<file path="src/rtl/spi_slave.sv">
// ---------------------------------------------------------------------------
// spi_slave
// SPI slave front end for a byte-wide memory. The SPI serial clock is clk
// itself; SS_n frames each transaction and MOSI/MISO carry data MSB first.
// A frame is one command bit sampled in CHK_CMD, then ADDR_SIZE+1 further
// bits. Bit 9 = 0 is a write; bit 9 = 1 is a read address, or read data
// when a read address is already pending. A read-data frame then waits for
// tx_valid and shifts the returned byte out on MISO.
//
// Optional feature (macro SPI_SLAVE_CMD_CHECK_EN): check the received
// command bits against the state that received them. A mismatching frame is
// dropped and the sticky cmd_err flag is set until reset. In the default
// build every complete frame is forwarded and cmd_err is tied to 0.
// ---------------------------------------------------------------------------
module spi_slave #(
    parameter int ADDR_SIZE = 8
) (
    input  logic                 clk,
    input  logic                 rst,
    input  logic                 SS_n,
    input  logic                 MOSI,
    output logic                 MISO,
    output logic [ADDR_SIZE+1:0] rx_data,
    output logic                 rx_valid,
    input  logic [ADDR_SIZE-1:0] tx_data,
    input  logic                 tx_valid,
    output logic                 cmd_err
);

    localparam int CNT_W = $clog2(ADDR_SIZE + 2);

    // Last counter value of the post-command receive shift and of MISO shift-out.
    localparam logic [CNT_W-1:0] RX_LAST = CNT_W'(ADDR_SIZE);
    localparam logic [CNT_W-1:0] TX_LAST = CNT_W'(ADDR_SIZE - 1);

    typedef enum logic [2:0] {
        IDLE      = 3'd0,
        CHK_CMD   = 3'd1,
        WRITE     = 3'd2,
        READ_ADD  = 3'd3,
        READ_DATA = 3'd4
    } state_t;

    // Progress inside a WRITE/READ_ADD/READ_DATA frame.
    typedef enum logic [2:0] {
        PH_SHIFT = 3'd0,   // receiving bits ADDR_SIZE..0
        PH_VALID = 3'd1,   // word complete: publish it this edge
        PH_WAIT  = 3'd2,   // read data: waiting for tx_valid
        PH_TX    = 3'd3,   // read data: shifting the byte out on MISO
        PH_DONE  = 3'd4    // nothing left to do until SS_n rises
    } phase_t;

    state_t               r_state;
    phase_t               r_phase;
    logic [CNT_W-1:0]     r_cnt;
    logic [ADDR_SIZE+1:0] r_shift;
    logic [ADDR_SIZE-1:0] r_tx_shift;
    logic [ADDR_SIZE+1:0] r_rx_data;
    logic                 r_rx_valid;
    logic                 r_rd_flag;
    logic                 r_miso;
    logic                 w_cmd_ok;

`ifdef SPI_SLAVE_CMD_CHECK_EN
    logic                 r_cmd_err;

    // Command bits must agree with the state the frame was decoded into.
    always_comb begin
        // NOTE: default first so every path assigns w_cmd_ok and no latch is inferred.
        w_cmd_ok = 1'b1;
        case (r_state)
            WRITE:     w_cmd_ok = (r_shift[ADDR_SIZE+1] == 1'b0);
            READ_ADD:  w_cmd_ok = (r_shift[ADDR_SIZE+1:ADDR_SIZE] == 2'b10);
            READ_DATA: w_cmd_ok = (r_shift[ADDR_SIZE+1:ADDR_SIZE] == 2'b11);
            default:   w_cmd_ok = 1'b1;
        endcase
    end

    assign cmd_err = r_cmd_err;
`else
    assign w_cmd_ok = 1'b1;
    assign cmd_err  = 1'b0;
`endif

    assign MISO     = r_miso;
    assign rx_data  = r_rx_data;
    assign rx_valid = r_rx_valid;

    // Frame FSM: command decode, receive shift, word publish and MISO shift-out.
    always_ff @(posedge clk) begin
        // NOTE: non-blocking assignments so every register samples pre-edge values.
        if (rst) begin
            r_state    <= IDLE;
            r_phase    <= PH_SHIFT;
            r_cnt      <= '0;
            r_shift    <= '0;
            r_tx_shift <= '0;
            r_rx_data  <= '0;
            r_rx_valid <= 1'b0;
            r_rd_flag  <= 1'b0;
            r_miso     <= 1'b0;
`ifdef SPI_SLAVE_CMD_CHECK_EN
            r_cmd_err  <= 1'b0;
`endif
        end else begin
            r_rx_valid <= 1'b0;
            if (SS_n) begin
                // Deselect aborts whatever was in flight; rd_flag is kept.
                r_state <= IDLE;
                r_phase <= PH_SHIFT;
                r_cnt   <= '0;
                r_miso  <= 1'b0;
            end else begin
                case (r_state)
                    IDLE: begin
                        r_state <= CHK_CMD;
                        r_phase <= PH_SHIFT;
                        r_cnt   <= '0;
                    end
                    CHK_CMD: begin
                        r_shift <= {r_shift[ADDR_SIZE:0], MOSI};
                        if (!MOSI)
                            r_state <= WRITE;
                        else if (r_rd_flag)
                            r_state <= READ_DATA;
                        else
                            r_state <= READ_ADD;
                    end
                    WRITE, READ_ADD, READ_DATA: begin
                        case (r_phase)
                            PH_SHIFT: begin
                                r_shift <= {r_shift[ADDR_SIZE:0], MOSI};
                                if (r_cnt == RX_LAST) begin
                                    r_cnt   <= '0;
                                    r_phase <= PH_VALID;
                                end else begin
                                    r_cnt <= r_cnt + 1'b1;
                                end
                            end
                            PH_VALID: begin
                                if (w_cmd_ok) begin
                                    r_rx_data  <= r_shift;
                                    r_rx_valid <= 1'b1;
                                    if (r_state == READ_ADD)
                                        r_rd_flag <= 1'b1;
                                    r_phase <= (r_state == READ_DATA) ? PH_WAIT : PH_DONE;
                                end else begin
`ifdef SPI_SLAVE_CMD_CHECK_EN
                                    r_cmd_err <= 1'b1;
`endif
                                    r_phase <= PH_DONE;
                                end
                            end
                            PH_WAIT: begin
                                if (tx_valid) begin
                                    r_miso     <= tx_data[ADDR_SIZE-1];
                                    r_tx_shift <= {tx_data[ADDR_SIZE-2:0], 1'b0};
                                    r_cnt      <= '0;
                                    r_phase    <= PH_TX;
                                end
                            end
                            PH_TX: begin
                                // tx_valid is deliberately not looked at here.
                                if (r_cnt == TX_LAST) begin
                                    r_miso    <= 1'b0;
                                    r_rd_flag <= 1'b0;
                                    r_cnt     <= '0;
                                    r_phase   <= PH_DONE;
                                end else begin
                                    r_miso     <= r_tx_shift[ADDR_SIZE-1];
                                    r_tx_shift <= {r_tx_shift[ADDR_SIZE-2:0], 1'b0};
                                    r_cnt      <= r_cnt + 1'b1;
                                end
                            end
                            default: begin
                                r_miso <= 1'b0;
                            end
                        endcase
                    end
                    default: begin
                        r_state <= IDLE;
                        r_phase <= PH_SHIFT;
                        r_cnt   <= '0;
                    end
                endcase
            end
        end
    end

endmodule

</file>
<file path="config.mk">
export PLATFORM = sky130hd
export DESIGN_NAME = spi_slave
export DESIGN_NICKNAME = d
export VERILOG_FILES = /design/src/rtl/spi_slave.sv
export SDC_FILE = /design/constraint.sdc
export NUM_CORES = 1
export LEC_CHECK = 0
export CAP_MARGIN = 5
export CORE_MARGIN = 3
export CORE_UTILIZATION = 25
export CTS_CLUSTER_SIZE = 10
export DETAILED_ROUTE_END_ITERATION = 6
export GPL_TIMING_DRIVEN = 0
export PLACE_DENSITY = 0.41
export RECOVER_POWER = 50
export SYNTH_ARGS = -nofsm -noshare
export SYNTH_HDL_FRONTEND = slang
export SYNTH_SLANG_ARGS = --single-unit
</file>
<file path="constraint.sdc">
create_clock -name clk -period 2.5 [get_ports clk]
set_clock_uncertainty 0.05 [all_clocks]
set_input_delay 0.5 -clock clk [delete_from_list [all_inputs] [get_ports clk]]
set_output_delay 0.5 -clock clk [all_outputs]
set_load 0.01 [all_outputs]
</file>
==> metrics.yaml, run 1 <==
start_util_pct: 26.54
syn_area_per_cell_um2: 9.265
arrival_ns: 2.15
rrSetupSlack_ns: 0.59
io_pins: 26
setup_slack_ns: 0.4942
numCtsBuffers: 5
vdd_ir_drop_max_mv: 0.2023
dr.pass1.iters: 4
detail_route.vias_per_cell: 4.463
insertion_delay_ns: 0.29
synthTopCellsByArea: "dfxtp_1, mux2i_1, nor2_1"
regToRegStartpoint: "r_phase[1]$_SDFFE_PP0P_"
cts_max_path_buffers: 2
finalCritPeriodShare_pct: 80.23
min_path_type: "reg -> reg"
synth-edff-count: 0
status: "finished clean"
whs_ns: 0.4176
route.detailed.drc: 0
syn_to_final_growth_pct: 25.73
core-area_um2: 6982
vias: 1464
max_cap_violations: 0
die_area_um2: 8481
cts_setup_buffers: 0
synthAdderAreaFrac_pct: 1.350
antenna_found_initial: 0
cts_resized: 0
final_common_cell: "dfxtp_1"
synth-xor-area-share_pct: 0.4727
antenna_cells: 0
route.detailed.wl_per_inst_um: 12.81
async_reset_ff_share_pct: 0
syn_area_um2: 1853
place_ws_ns: 0.2483
tritoncts: "done"
design_area_um2: 2330
slew_violations: 0
dpl.cell_count: 320
gp_congestion: 0.7565
netlist.top_cell.by_area: "dfxtp_1"
synthFlopType: "dfxtp_1"
drive_gt1_share_pct: 11.64
drtIter0Drc: 51
setup_viol: 0
ys_seq_area_share_pct: 43.21
fin_nets: 246
num_rows: 30
fin_cells: 328
synth-compound-area-share_pct: 10.06
grt_pass1_wl_um: 7169
ant_nets: 0
end_kind: "flop"
place_area_um2: 2213
rr_worst_depth: 5
rsz0062_at_grt: "no"
r2r_end: "r_rd_flag$_SDFFE_PP0P_"
cts_hold_buffers: 0
worstHoldStart: "r_tx_shift[1]$_SDFFE_PP0P_"
grt_max_degree: 15
multi_input_area_um2: 980.9
synthMuxAreaShare_pct: 18.23
wl_um: 4201
dp_hpwl_um: 2940
critical_path_class: "in -> reg"
regArea_um2: 800.8
synthesis.nets: 215
port_buffers: 24
hold_violations: 0
yosys.area_share.simple_pct: 22.62
min_to: "r_tx_shift[1]$_SDFFE_PP0P_"
grt_overflow: 0
yosysWarnings: 0
synth_top_family_by_area: "simple AND/OR/NAND/NOR gates"
die_h_um: 92.10
period_minus_slack_ns: 2.006
hold_path_depth: 2
grt_pass1_vias: 1436
grt_util_all_layers_pct: 10.52
root_buffer: "clkbuf_8"
h-tree-depth: 2
worst_pin_slew_ns: 0.6438
synth-seq-cells: 40
relSlewSlack_pct: 56.99
start_kind: "primary input"
tns_ns: 0
synth_top_area_share_pct: 43.21
cts.sinks: 40
power_mw: 1.266
die_w_um: 92.10
p_leak_nw: 0.9041
fill_cells: 752
ys_types: 46
cts.clk_slew.worst_paths_ns: 0.09
clock.fmax_ghz: 0.4985
critical_path.max_fanout: 10
syn_inst: 200
final_cell_mix: "dfxtp_1, nor2_1, mux2i_1"
power_density_nw_per_um2: 543.3
cp.required_ns: 2.64
final_core_util_pct: 33.37
worst max path at each step:
stage / start / endpoint / cells past startpoint
floorplan: r_state[2]$_SDFFE_PP0N_ / r_tx_shift[1]$_SDFFE_PP0P_ / 6
global placement: SS_n / r_phase[1]$_SDFFE_PP0P_ / 4
detailed placement: SS_n / r_phase[1]$_SDFFE_PP0P_ / 4
CTS: SS_n / r_phase[1]$_SDFFE_PP0P_ / 4
global route: r_phase[0]$_SDFFE_PP0P_ / r_shift[8]$_SDFFE_PP0P_ / 7
finish: SS_n / r_phase[1]$_SDFFE_PP0P_ / 4
worst max-delay path, cell delays in order:
cell,delay (ns)
dlygate4sd3_1,0.66
or2_2,0.33
clkbuf_1,0.25
o41ai_1,0.40
area by class of cell:
cell class	instances	area share [%]
buffer	10	2.417
sequential	40	34.37
inverter	4	0.6445
clock inverter	3	2.041
tap	96	5.156
multi-input combinational	146	42.11
clock buffer	5	2.954
timing repair buffer	24	10.31
per-layer routing:
layer	wire length [um]	up-vias	track usage, %	part of all wire [%]
met1	2130	666	14.15	51
met2	1834	32	16.12	44
met5	0	-	0	0
met4	38	0	2.970	0.90
met3	198	2	3.363	4.7
li1	-	764	-	-
synth_stat cells (all sizes together) (2+ instances only):
cell type / count
a2111oi: 2
nor2: 36
or2: 3
o21ai: 4
nand2b: 3
nor3b: 2
buf: 6
nor3: 6
nor4: 2
nand4: 2
nand3: 4
dfxtp: 40
clkbuf: 4
a22oi: 2
inv: 4
a31oi: 2
nand3b: 2
a21oi: 9
mux2: 6
nor2b: 6
ha: 2
mux2i: 27
nand2: 9
sequential cells by signal (all words and copies together) (netlist names):
| name | flops |
|---|---|
| r_phase | 3 |
| r_shift | 10 |
| rx_valid | 1 |
| r_tx_shift | 7 |
| MISO | 1 |
| r_state | 3 |
| rx_data | 10 |
| r_cnt | 4 |
| r_rd_flag | 1 |
where the power goes:
| part | internal, mW | switching (mW) | total [mW] |
|---|---|---|---|
| Clock | 0.301 | 0.247 | 0.548 |
| Combinational | 0.0357 | 0.0390 | 0.0747 |
| Sequential | 0.639 | 0.00417 | 0.643 |
| Total | 0.976 | 0.290 | 1.27 |
kinds of logic (layout without fill, tap and decap cells):
| group | after synthesis | count (layout) |
|---|---|---|
| flops | 40 | 40 |
| xor+xnor | 1 | 1 |
| fa+ha+maj | 2 | 2 |
| compound gates | 28 | 28 |
| simple gates | 81 | 81 |
| buf+inv | 14 | 46 |
| mux | 33 | 33 |
| other cells | 1 | 1 |
Power figures use the tool's default switching activity.
==> inputs of run 2 (changes only) <==
- PLACE_DENSITY: 0.41 -> 0.42
- clock period: 2.5 -> 1.8 ns (I/O delays scaled with it)
==> run 2 against run 1 <==
  * Global-route usage shrank 0.43 points
  * Hold slack gained 0.0042 ns
  * Final cell count grew 1.5%
  * Total power grew 41%
  * Non-clock buffer count grew 5
  * Register-to-register slack lost 0.52 ns
  * Worst setup slack lost 0.42 ns
  * Routed wire length shrank 0.95%
  * Flip-flop and latch count is the same
  * Combinational power grew 58%
  * Die area is the same
  * Clock-buffer cell count is the same
==> metrics.yaml, run 2 (synthesis results as in run 1) <==
status: "finished clean"
use_met1_pct: 13.01  # -1.1 points
route.detailed.wl_per_inst_um: 12.50  # -2.4%
h-tree-depth: 2  # unchanged
fin_nets: 251  # +2.0%
numCtsBuffers: 5  # unchanged
ant_nets: 0  # unchanged
detail_route.vias_per_cell: 4.508  # +0.99%
worst_pin_slew_ns: 0.5055  # -0.1383 ns
core-area_um2: 6982  # unchanged
grt_use_met2_pct: 16.48  # +0.36 points
arrival_ns: 1.91  # -0.24 ns
final_cell_mix: "dfxtp_1, nor2_1, mux2i_1"
p_leak_nw: 0.9024  # -0.19%
die_h_um: 92.10  # unchanged
slew_violations: 0  # unchanged
period_minus_slack_ns: 1.726
vias: 1501  # +2.5%
min_path_type: "reg -> reg"
end_kind: "flop"
die_w_um: 92.10  # unchanged
rr_worst_depth: 6  # +1
cts.clk_slew.worst_paths_ns: 0.09  # about the same
start_util_pct: 26.54  # unchanged
grt_pass1_wl_um: 6906  # -3.7%
critical_path_class: "reg -> reg"
root_buffer: "clkbuf_8"
critical_path.max_fanout: 9  # -1
drive_gt1_share_pct: 21.10  # +9.5 points
fill_cells: 747  # -0.66%
critPathBufInv: 1  # -1
met3_usage_pct: 2.707  # -0.66 points
port_buffers: 24  # unchanged
power_density_nw_per_um2: 723.1  # +33%
wl_um: 4161  # -0.95%
rsz0062_at_grt: "yes"
tritoncts: "done"
regToRegStartpoint: "r_state[1]$_SDFFE_PP0N_"
insertion_delay_ns: 0.29  # about the same
final_common_cell: "dfxtp_1"
rrSetupSlack_ns: 0.07  # -0.52 ns
slowest_stage: "dfxtp_4"
cp.required_ns: 1.98  # -0.66 ns
grt_overflow: 0  # unchanged
drtIter0Drc: 41  # -20%
top_usage_layer: "met2"
max_cap_violations: 0  # unchanged
setup_viol: 0  # unchanged
r2r_end: "r_tx_shift[1]$_SDFFE_PP0P_"
place_area_um2: 2213  # unchanged
antenna_found_initial: 0  # unchanged
grt_util_all_layers_pct: 10.09  # -0.43 points
worstHoldStart: "r_tx_shift[1]$_SDFFE_PP0P_"
route.detailed.drc: 0  # unchanged
tns_ns: 0  # unchanged
start_kind: "flop"
io_pins: 26  # unchanged
grt_max_degree: 15  # unchanged
grt_pass1_vias: 1470  # +2.4%
dp_hpwl_um: 2857  # -2.8%
hold_violations: 0  # unchanged
relSlewSlack_pct: 66.30  # +9.3 points
cts_max_path_buffers: 2  # unchanged
min_to: "r_tx_shift[1]$_SDFFE_PP0P_"
clock.fmax_ghz: 0.5795
design_area_um2: 2460  # +5.6%
cp_top_family: "simple AND/OR/NAND/NOR gates"
critPathMaxStageDelay_ns: 0.38  # -0.28 ns
gp_congestion: 0.7820  # +3.4%
vdd_ir_drop_max_mv: 0.3420  # +69%
worstPathCellList: "nor3b_4 > nor2_4 > or3_4 > buf_6 > or2_1 > a21oi_2"
whs_ns: 0.4218  # +0.004165 ns
finalCritPeriodShare_pct: 95.87
cts_hold_buffers: 0  # unchanged
die_area_um2: 8481  # unchanged
power_mw: 1.779  # +41%
hold_path_depth: 2  # unchanged
num_rows: 30  # unchanged
cts.sinks: 40  # unchanged
antenna_cells: 0  # unchanged
syn_to_final_growth_pct: 32.75
dr.pass1.iters: 4  # unchanged
run 2: cell types whose count changed in the layout (fill, tap and decap cells not counted), sizes merged:
cell,change
buf,+5
clkinv,-2
clkinvlp,+1
clkdlybuf4s50,+15
inv,+1
dlygate4sd3,-15
run 2: timing repair:
item,CTS,global route
cloned,0,1
gates resized for setup,3,31
buffers inserted,2,3
endpoints found under the setup margin,22,34
endpoints found under the hold margin,0,0
pin swaps,0,3
run 2: worst min-delay path, stage by stage (launching register included):
cell	delay (ns)
dfxtp_1	0.32
nand2_1	0.07
a21oi_2	0.04
run 2: per-stage QoR:
stage / cells / utilization [%] / setup WS [ns]
finish: 333 / 35.23 / 0.07441
global route: 333 / 35.23 / -0.01962
CTS: 330 / 33.66 / 0.009907
detailed placement: 320 / 31.70 / -0.2677
global placement: 320 / 31.70 / -0.3434
floorplan: 200 / - / 0.1052
run 2: worst max-delay path by stage:
stage | to | cells past startpoint | startpoint
after CTS | r_shift[1]$_SDFFE_PP0P_ | 7 | r_phase[0]$_SDFFE_PP0P_
after global routing | r_shift[0]$_SDFFE_PP0P_ | 7 | r_state[1]$_SDFFE_PP0N_
after detailed placement | r_tx_shift[2]$_SDFFE_PP0P_ | 4 | rst
after global placement | r_phase[1]$_SDFFE_PP0P_ | 4 | SS_n
final | r_tx_shift[1]$_SDFFE_PP0P_ | 6 | r_state[1]$_SDFFE_PP0N_
after floorplan | r_tx_shift[1]$_SDFFE_PP0P_ | 6 | r_state[2]$_SDFFE_PP0N_
run 2: layer usage:
metal,part of all wire [%],wire (um)
met1,51,2105
met2,45,1891
met3,3.2,133
met4,0.72,30
met5,0,0
run 2: cell type report:
class	count	area [um2]	area share, %
repair buffers	30	289.0	11.75
multi-input cells	146	1041	42.32
plain buffers	9	68.82	2.798
inverters	4	15.01	0.6104
well taps	96	120.1	4.883
clock inverters	3	46.29	1.882
clock buffers	5	68.82	2.798
flip-flops and latches	40	810.8	32.96
run 2: where the power goes:
part           leakage [nW]  total [mW]  switching [mW]  internal, mW
clock network        0.0548       0.769           0.351         0.418
logic                 0.523       0.118          0.0585        0.0596
registers             0.325       0.892         0.00603         0.886
==> inputs of run 3 (changes only) <==
- CELL_PAD_IN_SITES_DETAIL_PLACEMENT: default -> 2
- CELL_PAD_IN_SITES_GLOBAL_PLACEMENT: default -> 2
- PLACE_DENSITY: 0.42 -> 0.62
==> run 3 against run 2 <==
  * Critical path type unchanged
  * Final cell count is 0.90% higher
  * Register-to-register slack hardly changed
  * Routed wire length is 18% higher
  * Critical path depth is 2 higher
  * Die area stayed put
  * Largest power group unchanged
  * Combinational power hardly changed
==> metrics.yaml, run 3 (synthesis results as in run 1) <==
fill_cells: 787  # +5.4%
min_path_type: "reg -> reg"
grt_pass1_vias: 1593  # +8.4%
power_mw: 1.795  # +0.93%
fin_nets: 254  # +1.2%
worstPathCellList: "buf_4 > inv_1 > ha_1 > nand3b_1 > nand2_1 > nand3_4 > or3b_2 > a21oi_1"
grt_pass1_wl_um: 7914  # +15%
die_h_um: 92.10  # unchanged
power_density_nw_per_um2: 718.5  # -0.63%
critPathMaxStageDelay_ns: 0.45  # +0.07 ns
period_minus_slack_ns: 1.737  # +0.01095 ns
multi_input_area_um2: 1045  # +0.36%
vdd_ir_drop_max_mv: 0.3391  # -0.83%
antenna_found_initial: 0  # unchanged
h-tree-depth: 2  # unchanged
drtIter0Drc: 41  # unchanged
cts.clk_slew.worst_paths_ns: 0.09  # about the same
dr.pass1.iters: 4  # unchanged
cts_max_path_buffers: 2  # unchanged
num_rows: 30  # unchanged
insertion_delay_ns: 0.30  # about the same
tns_ns: 0  # unchanged
cp_top_family: "simple AND/OR/NAND/NOR gates"
ant_nets: 0  # unchanged
slowest_stage: "or3b_2"
dp_hpwl_um: 3401  # +19%
final_common_cell: "nor2_1"
die_w_um: 92.10  # unchanged
worstSetupStartpoint: "r_cnt[1]$_SDFFE_PP0P_"
final_core_util_pct: 35.79  # +0.56 points
final_cell_mix: "nor2_1, dfxtp_1, mux2i_1"
route.detailed.wl_per_inst_um: 14.57  # +17%
slew_violations: 0  # unchanged
port_buffers: 24  # unchanged
critical_path_class: "reg -> reg"
regArea_um2: 817.0  # +0.77%
drive_gt1_share_pct: 21.67  # +0.57 points
max_cap_violations: 0  # unchanged
setup_viol: 0  # unchanged
gp_congestion: 0.7694  # -1.6%
p_leak_nw: 0.9357  # +3.7%
die_area_um2: 8481  # unchanged
vias: 1537  # +2.4%
start_kind: "flop"
grt_overflow: 0  # unchanged
finalCritPeriodShare_pct: 96.47  # +0.61 points
clock.fmax_ghz: 0.5759  # -0.63%
tritoncts: "done"
wl_um: 4897  # +18%
whs_ns: 0.4238  # +0.001985 ns
worstHoldStart: "r_state[2]$_SDFFE_PP0N_"
core-area_um2: 6982  # unchanged
start_util_pct: 26.54  # unchanged
end_kind: "flop"
critical_path.max_fanout: 4  # -5
regToRegStartpoint: "r_cnt[1]$_SDFFE_PP0P_"
syn_to_final_growth_pct: 34.84
route.detailed.drc: 0  # unchanged
cp.required_ns: 1.98  # about the same
grt_max_degree: 14  # -1
arrival_ns: 1.92  # about the same
detail_route.vias_per_cell: 4.574  # +1.5%
antenna_cells: 0  # unchanged
hold_violations: 0  # unchanged
cts.sinks: 40  # unchanged
critPathBufInv: 2  # +1
numCtsBuffers: 5  # unchanged
grt_util_all_layers_pct: 11.72  # +1.6 points
status: "finished clean"
cts_hold_buffers: 0  # unchanged
io_pins: 26  # unchanged
root_buffer: "clkbuf_8"
[run 3: cell count changes in the layout (fill, tap and decap cells not counted), sizes merged]
cell           delta
dlymetal6s2s      +1
buf               +3
clkinv            +1
clkbuf            +1
clkinvlp          -1
inv               -1
clkdlybuf4s50     -1
[run 3: metrics by stage]
step / setup WS (ns) / cell area [um2] / cells
final: 0.06347 / 2499 / 336
after global routing: -0.02291 / 2499 / 336
after CTS: 0.02105 / 2365 / 328
after detailed placement: -0.3259 / 2213 / 320
after global placement: -0.3266 / 2213 / 320
after floorplan: 0.1052 / 1853 / 200
[run 3: path summary, 6_finish.rpt]
kind	slack [ns]	depth (start not counted)	endpoint
worst max-delay path	0.06	8	r_phase[2]$_SDFFE_PP0P_
worst min-delay path	0.42	1	r_state[0]$_SDFFE_PP0N_
worst max register to register	0.06	8	r_phase[2]$_SDFFE_PP0P_
worst min register to register	0.42	1	r_state[0]$_SDFFE_PP0N_
[run 3: layout make-up]
class	count	area share [%]
repair buffers	33	12.47
flip-flops and latches	40	32.70
plain buffers	9	2.754
clock inverters	2	1.552
inverters	4	0.6009
well taps	96	4.807
multi-input cells	146	41.81
clock buffers	6	3.305
[run 3: what timing repair did]
| item | CTS | global route |
|---|---|---|
| setup endpoints to repair | 31 | 30 |
| gates resized for setup | 10 | 24 |
| pin swaps | 0 | 6 |
| setup buffers | 1 | 6 |
| gates cloned | 0 | 2 |
| hold endpoints to repair | 0 | 0 |
[run 3: where the power goes]
group          total (mW)  internal [mW]  leakage (nW)  switching [mW]
Combinational       0.115         0.0567         0.548          0.0584
Clock               0.790          0.454        0.0614           0.336
Sequential          0.890          0.884         0.327         0.00616
Total                1.80           1.39         0.936           0.401
[run 3: layer usage]
metal / vias to the layer above / track usage (%) / part of all wire [%]
met2: 22 / 18.43 / 46
met4: 0 / 4.084 / 0.88
met1: 736 / 15.84 / 51
li1: 774 / - / -
met5: - / 0 / 0
met3: 5 / 2.461 / 2.2
[run 3: worst reg2reg max path: cells and delay by family (launching register included)]
| kind | cells | cell delay, ns |
|---|---|---|
| buffers and inverters | 2 | 0.20 |
| adder cells (fa/ha/maj) | 1 | 0.14 |
| AND/OR/NAND/NOR | 4 | 0.82 |
| flip-flops | 1 | 0.35 |
| AO/OA/AOI/OAI | 1 | 0.13 |
